<file path="config.mk">
export PLATFORM = sky130hd
export DESIGN_NAME = reg_file
export DESIGN_NICKNAME = d
export VERILOG_FILES = /design/src/rtl/risky_pkg.sv /design/src/rtl/reg_scoreboard.sv /design/src/rtl/reg_file.sv
export SDC_FILE = /design/constraint.sdc
export NUM_CORES = 2
export LEC_CHECK = 0
export CORE_AREA = 2 2 377 379
export DETAILED_ROUTE_END_ITERATION = 16
export DIE_AREA = 0 0 379 381
export SETUP_SLACK_MARGIN = 0.2
export SLEW_MARGIN = 20
export SYNTH_ARGS = -nofsm -noshare
export SYNTH_HDL_FRONTEND = slang
export SYNTH_SLANG_ARGS = --single-unit
</file>
<file path="constraint.sdc">
create_clock -name clk -period 8.3 [get_ports clk]
set_input_delay 2.075 -clock clk [delete_from_list [all_inputs] [get_ports clk]]
set_output_delay 2.075 -clock clk [all_outputs]
set_load 0.03 [all_outputs]
</file>
<file path="src/rtl/risky_pkg.sv">
// Shared core package: register-file geometry, index type and the
// opcode match constants that writeback uses to decide whether an
// instruction produces a destination register.
package risky_pkg;

  localparam int XLEN  = 32;
  localparam int NREGS = 32;
  localparam int IDXW  = $clog2(NREGS);

  typedef logic [IDXW-1:0] reg_idx_t;

  // x0 is hard-wired to zero and is never stored or tracked.
  localparam reg_idx_t ZERO_REG = '0;

  // Major opcodes (instr[6:0]).
  localparam logic [6:0] OPC_LOAD   = 7'b0000011;
  localparam logic [6:0] OPC_OP_IMM = 7'b0010011;
  localparam logic [6:0] OPC_AUIPC  = 7'b0010111;
  localparam logic [6:0] OPC_STORE  = 7'b0100011;
  localparam logic [6:0] OPC_OP     = 7'b0110011;
  localparam logic [6:0] OPC_LUI    = 7'b0110111;
  localparam logic [6:0] OPC_BRANCH = 7'b1100011;
  localparam logic [6:0] OPC_JALR   = 7'b1100111;
  localparam logic [6:0] OPC_JAL    = 7'b1101111;

  // True for opcodes whose instruction writes rd; stores and branches do not.
  function automatic logic opc_writes_rd(input logic [6:0] opc);
    logic hit;
    hit = 1'b0;
    case (opc)
      OPC_LOAD, OPC_OP_IMM, OPC_AUIPC, OPC_OP,
      OPC_LUI, OPC_JALR, OPC_JAL: hit = 1'b1;
      default:                    hit = 1'b0;
    endcase
    return hit;
  endfunction

endpackage

</file>
<file path="src/rtl/reg_scoreboard.sv">
// Pending-write scoreboard: one bit per architectural register, set when
// decode claims a destination, cleared when writeback lands, wiped on flush.
// Produces the decode stall for read-after-write hazards.
module reg_scoreboard
  import risky_pkg::*;
(
  input  logic     clk,
  input  logic     rst_n,
  input  logic     we_i,
  input  reg_idx_t sel_rd_i,
  input  logic     claim_i,
  input  reg_idx_t claim_rd_i,
  input  logic     flush_i,
  input  reg_idx_t sel_rs1_i,
  input  reg_idx_t sel_rs2_i,
  output logic     hazard_o
);

  logic [NREGS-1:0] pending_q;
  logic [NREGS-1:0] pending_d;
  logic [NREGS-1:1] claim_hit;
  logic [NREGS-1:1] clear_hit;
  logic             hz_rs1;
  logic             hz_rs2;

  // x0 can never be pending.
  assign pending_d[0] = 1'b0;

  // Per-register next state: flush beats claim, claim beats the clearing
  // write (the newly issued instruction still owes a write).
  genvar gi;
  generate
    for (gi = 1; gi < NREGS; gi++) begin : g_pend
      assign claim_hit[gi] = claim_i && (claim_rd_i == reg_idx_t'(gi));
      assign clear_hit[gi] = we_i && (sel_rd_i == reg_idx_t'(gi));
      assign pending_d[gi] = flush_i      ? 1'b0 :
                             claim_hit[gi] ? 1'b1 :
                             clear_hit[gi] ? 1'b0 :
                                             pending_q[gi];
    end
  endgenerate

  // Pending-bit register, cleared asynchronously by reset.
  always_ff @(posedge clk or negedge rst_n) begin
    if (!rst_n) begin
      pending_q <= '0;
    end else begin
      pending_q <= pending_d;
    end
  end

  // A write landing this cycle is forwarded, so it satisfies the hazard.
  always_comb begin
    hz_rs1 = 1'b0;
    hz_rs2 = 1'b0;
    if (sel_rs1_i != ZERO_REG) begin
      hz_rs1 = pending_q[sel_rs1_i] && !(we_i && (sel_rd_i == sel_rs1_i));
    end
    if (sel_rs2_i != ZERO_REG) begin
      hz_rs2 = pending_q[sel_rs2_i] && !(we_i && (sel_rd_i == sel_rs2_i));
    end
    hazard_o = hz_rs1 || hz_rs2;
  end

endmodule

</file>
<file path="src/rtl/reg_file.sv">
// Architectural integer register file: one writeback write port, two
// decode read ports with write-first bypass, and the pending-write
// scoreboard that raises the decode stall.
module reg_file
  import risky_pkg::*;
(
  input  logic            clk,
  input  logic            rst_n,
  input  logic [IDXW-1:0] sel_rd_i,
  input  logic            we_i,
  input  logic [XLEN-1:0] data_i,
  input  logic [IDXW-1:0] sel_rs1_i,
  input  logic [IDXW-1:0] sel_rs2_i,
  output logic [XLEN-1:0] rs1_data_o,
  output logic [XLEN-1:0] rs2_data_o,
  input  logic            claim_i,
  input  logic [IDXW-1:0] claim_rd_i,
  input  logic            flush_i,
  output logic            hazard_o
);

  // x0 is not stored: the array starts at index 1.
  logic [XLEN-1:0]  regs_q [1:NREGS-1];
  logic [NREGS-1:1] wr_sel;

  // One-hot write decode; index 0 has no entry, so x0 writes vanish here.
  genvar gi;
  generate
    for (gi = 1; gi < NREGS; gi++) begin : g_wdec
      assign wr_sel[gi] = we_i && (sel_rd_i == reg_idx_t'(gi));
    end
  endgenerate

  // Register storage: asynchronous clear, decoded writeback update.
  always_ff @(posedge clk or negedge rst_n) begin
    if (!rst_n) begin
      for (int i = 1; i < NREGS; i++) begin
        regs_q[i] <= '0;
      end
    end else begin
      for (int i = 1; i < NREGS; i++) begin
        if (wr_sel[i]) begin
          regs_q[i] <= data_i;
        end
      end
    end
  end

  // Source-1 read: x0 is zero, a same-cycle write is forwarded first.
  always_comb begin
    rs1_data_o = '0;
    if (sel_rs1_i != ZERO_REG) begin
      if (we_i && (sel_rd_i == sel_rs1_i)) begin
        rs1_data_o = data_i;
      end else begin
        rs1_data_o = regs_q[sel_rs1_i];
      end
    end
  end

  // Source-2 read: same bypass rules as source 1.
  always_comb begin
    rs2_data_o = '0;
    if (sel_rs2_i != ZERO_REG) begin
      if (we_i && (sel_rd_i == sel_rs2_i)) begin
        rs2_data_o = data_i;
      end else begin
        rs2_data_o = regs_q[sel_rs2_i];
      end
    end
  end

  reg_scoreboard u_scoreboard (
    .clk        (clk),
    .rst_n      (rst_n),
    .we_i       (we_i),
    .sel_rd_i   (sel_rd_i),
    .claim_i    (claim_i),
    .claim_rd_i (claim_rd_i),
    .flush_i    (flush_i),
    .sel_rs1_i  (sel_rs1_i),
    .sel_rs2_i  (sel_rs2_i),
    .hazard_o   (hazard_o)
  );

endmodule

</file>
==> flow_metrics.py <==
metrics = {
    "outcome": {
        "status": "completed",
    },
    "timing": {
        "report.final.setup_viol": 0,
        "rsz0062_at_grt": "false",
        "drv_slew": 0,
        "worst_pin_slew_ps": 1200,
        "fin_worst_skew_ps": 0,
        "finalCriticalPeriod_ps": 8040,
        "tns_ps": 0,
        "slew_headroom": 0.196,
        "fin_crit_sh": 0.969,
        "fmax_mhz": 124,
        "hold_violations": 0,
    },
    "detailed_routing": {
        "ant_nets": 0,
        "vias": 37600,
        "vias_per_cell": 6.43,
        "route.final.wire_length_mm": 190,
        "dr.pass1.iters": 6,
        "wl_per_cell_um": 32.5,
        "drc_errors": 0,
        "drt_iter0_drc": 4059,
    },
    "global_routing": {
        "grt_pass1_wl_mm": 277,
        "gr-total-overflow": 0,
        "track_usage": 0.263,
        "grt_pass1_vias": 38000,
        "grt_max_degree": 163,
        "antenna_found_initial": 15,
    },
    "synth": {
        "syn_area_per_cell_um2": 14.4,
        "netlist_top_cells_area": "dfrtp_1 (46%), mux2_2 (22%), mux4_2 (18%), buf_2 (1.6%), clkbuf_1 (1.2%)",
        "syn_inst": 3875,
        "ys.flop_type": "dfrtp_1",
        "yosysWarnings": 0,
        "mappedNetlistArea_um2": 55700,
        "syn-num-nets": 3932,
        "netlist.top_cell.by_area": "dfrtp_1",
        "synth.distinct_cells": 61,
        "synth-seq-cells": 1023,
        "synth.top_cell.area_share": 0.460,
        "synth_enable_flop_cells": 0,
        "async_reset_ff_frac": 1.00,
        "ys_seq_area_frac": 0.460,
    },
    "layout": {
        "final_common_cell": "mux2_2",
        "mostFrequentLayoutCells": "mux2_2 (1103), dfrtp_1 (1023), mux4_2 (440), buf_4 (152), nand2_1 (118)",
        "drive_above_1_share": 0.511,
        "finalCoreUtilization": 0.452,
        "areaGrowthSynthToFinish_pct": 13.9,
        "nFillCells": 12600,
        "seq_area_um2": 25600,
        "nNetsFinal": 3918,
        "multiInputGateArea_um2": 28300,
    },
    "die": {
        "ios": 122,
        "rows": 138,
        "core-area_um2": 141000,
        "die-area_um2": 144000,
        "fp.dieW_um": 379,
        "initial_utilization": 0.396,
        "die_y_um": 381,
    },
    "flow_run": {
        "cap_violations": 0,
    },
    "worst_setup_path": {
        "startpoint_type": "input port",
        "crit_path_max_fanout": 10,
        "end_kind": "output port",
        "path_class": "input port to output port",
        "cp.required_ps": 6230,
        "reg2reg_slack_ps": 7400,
        "cp.arrival_ps": 5970,
    },
    "clock_network": {
        "cts-htree-levels": 3,
        "path_clk_slew_ps": 50,
        "clk_path_buf_depth": 3,
        "postCtsSetupBuffers": 0,
        "root_buffer": "clkbuf_16",
        "tritoncts": "built",
        "clkSinkCount": 1023,
        "insertion_delay_ps": 730,
        "cts-buffers-inserted": 113,
    },
    "place": {
        "gp_congestion": 0.871,
        "dp_hpwl_mm": 115,
        "io_buffer_count": 121,
    },
    "power": {
        "p_leak_uw": 0.0268,
        "power.density_nw_per_um2": 242,
        "ir_drop_mv": 0.192,
    },
    "worst_hold_path": {
        "hold_path.class": "flip-flop to flip-flop",
    },
}
## sequential cells by signal, indices dropped and copies added (netlist names)
register,flops
regs_q,992
u_scoreboard.pending_q,31
## final cells by class
class,count,area share
antenna,2,0.0000789
clock buffer,166,0.0526
clock inverter,44,0.00936
inverter,5,0.000296
multi-input combinational,2428,0.446
sequential,1023,0.403
tap,1890,0.0373
timing repair buffer,290,0.0514
## what timing repair did
action,4_1_cts,5_1_grt
hold buffers,0,0
gates resized for setup,0,1
endpoints found under the setup margin,0,2
## per-layer routing
metal | GRT usage | part of all wire | vias to the layer above | wire length, um
li1 | - | - | 15000 | -
met1 | 0.378 | 0.42 | 20400 | 80300
met2 | 0.383 | 0.44 | 1799 | 83800
met3 | 0.0697 | 0.098 | 368 | 18700
met4 | 0.0958 | 0.037 | 14 | 7050
met5 | 0 | 0.00047 | - | 89
## worst paths after layout
check                           cells past startpoint                        from                         end
worst max-delay path                                7                 sel_rd_i[0]              rs2_data_o[17]
worst min-delay path                                1                 regs_q[125]                 regs_q[125]
worst max register to register                      3  u_scoreboard.pending_q[28]  u_scoreboard.pending_q[28]
worst min register to register                      1                 regs_q[125]                 regs_q[125]
max in group asynchronous                           2                       rst_n                 regs_q[437]
min in group asynchronous                           1                       rst_n                 regs_q[194]
## synthesized netlist by cell type (3+ instances only)
cell type,instances
and3_1,5
xor2_1,4
mux4_2,440
nand3_1,26
and2_1,4
a21oi_1,47
o221ai_1,18
nor3_1,51
a22o_1,40
a211oi_1,55
buf_6,14
o21ai_1,9
mux2_2,1103
a31oi_1,5
mux2_1,15
o22ai_1,37
a221oi_1,62
a32o_1,9
o21ai_0,21
a22oi_1,15
nand2b_1,12
clkbuf_1,180
nand2_1,131
or2_2,3
nand4_1,4
nor2b_1,37
dfrtp_1,1023
o31ai_1,33
nor2_1,108
o32a_1,5
buf_4,35
o211ai_1,9
buf_1,7
buf_2,181
a221o_1,18
nor3_2,4
xnor2_1,6
o41ai_1,22
mux2i_1,48
## power breakdown
group / total [uW] / leakage (uW) / internal [uW] / switching [uW]
sequential: 6640 / 0.0131 / 5940 / 694
combinational: 3350 / 0.0117 / 1960 / 1390
clock: 5360 / 0.00196 / 3180 / 2180
## per-stage QoR
step                cells  setup WS [ps]  instance area (um^2)  power [uW]  hold slack, ps
global route         5846            257                 63500       15900             530
detailed placement   5636            340                 59500       10000             496
floorplan            3875           1950                 55700        8850             469
finish               5848            256                 63500       15300             511
CTS                  5846            340                 63500       15400             513
global placement     5636            407                 59500        9930             481
## critical path: stages
cell	delay, ps
clkdlybuf4s50_1	640
xor2_1	270
nor4_2	750
a21oi_1	390
a32o_1	340
o21ai_1	690
clkdlybuf4s50_1	820
## cells by family (layout without fill, tap and decap cells)
| kind of cell | after synthesis | after routing | synth area share |
|---|---|---|---|
| multiplexers | 1606 | 1606 | 0.413 |
| flip-flops | 1023 | 1023 | 0.460 |
| buffers and inverters | 424 | 505 | 0.0371 |
| AO/OA/AOI/OAI | 414 | 414 | 0.0562 |
| AND/OR/NAND/NOR | 398 | 398 | 0.0330 |
| XOR/XNOR | 10 | 10 | 0.00157 |
| other | 0 | 2 | 0 |
Note: power is estimated with default switching activity, not from simulation.
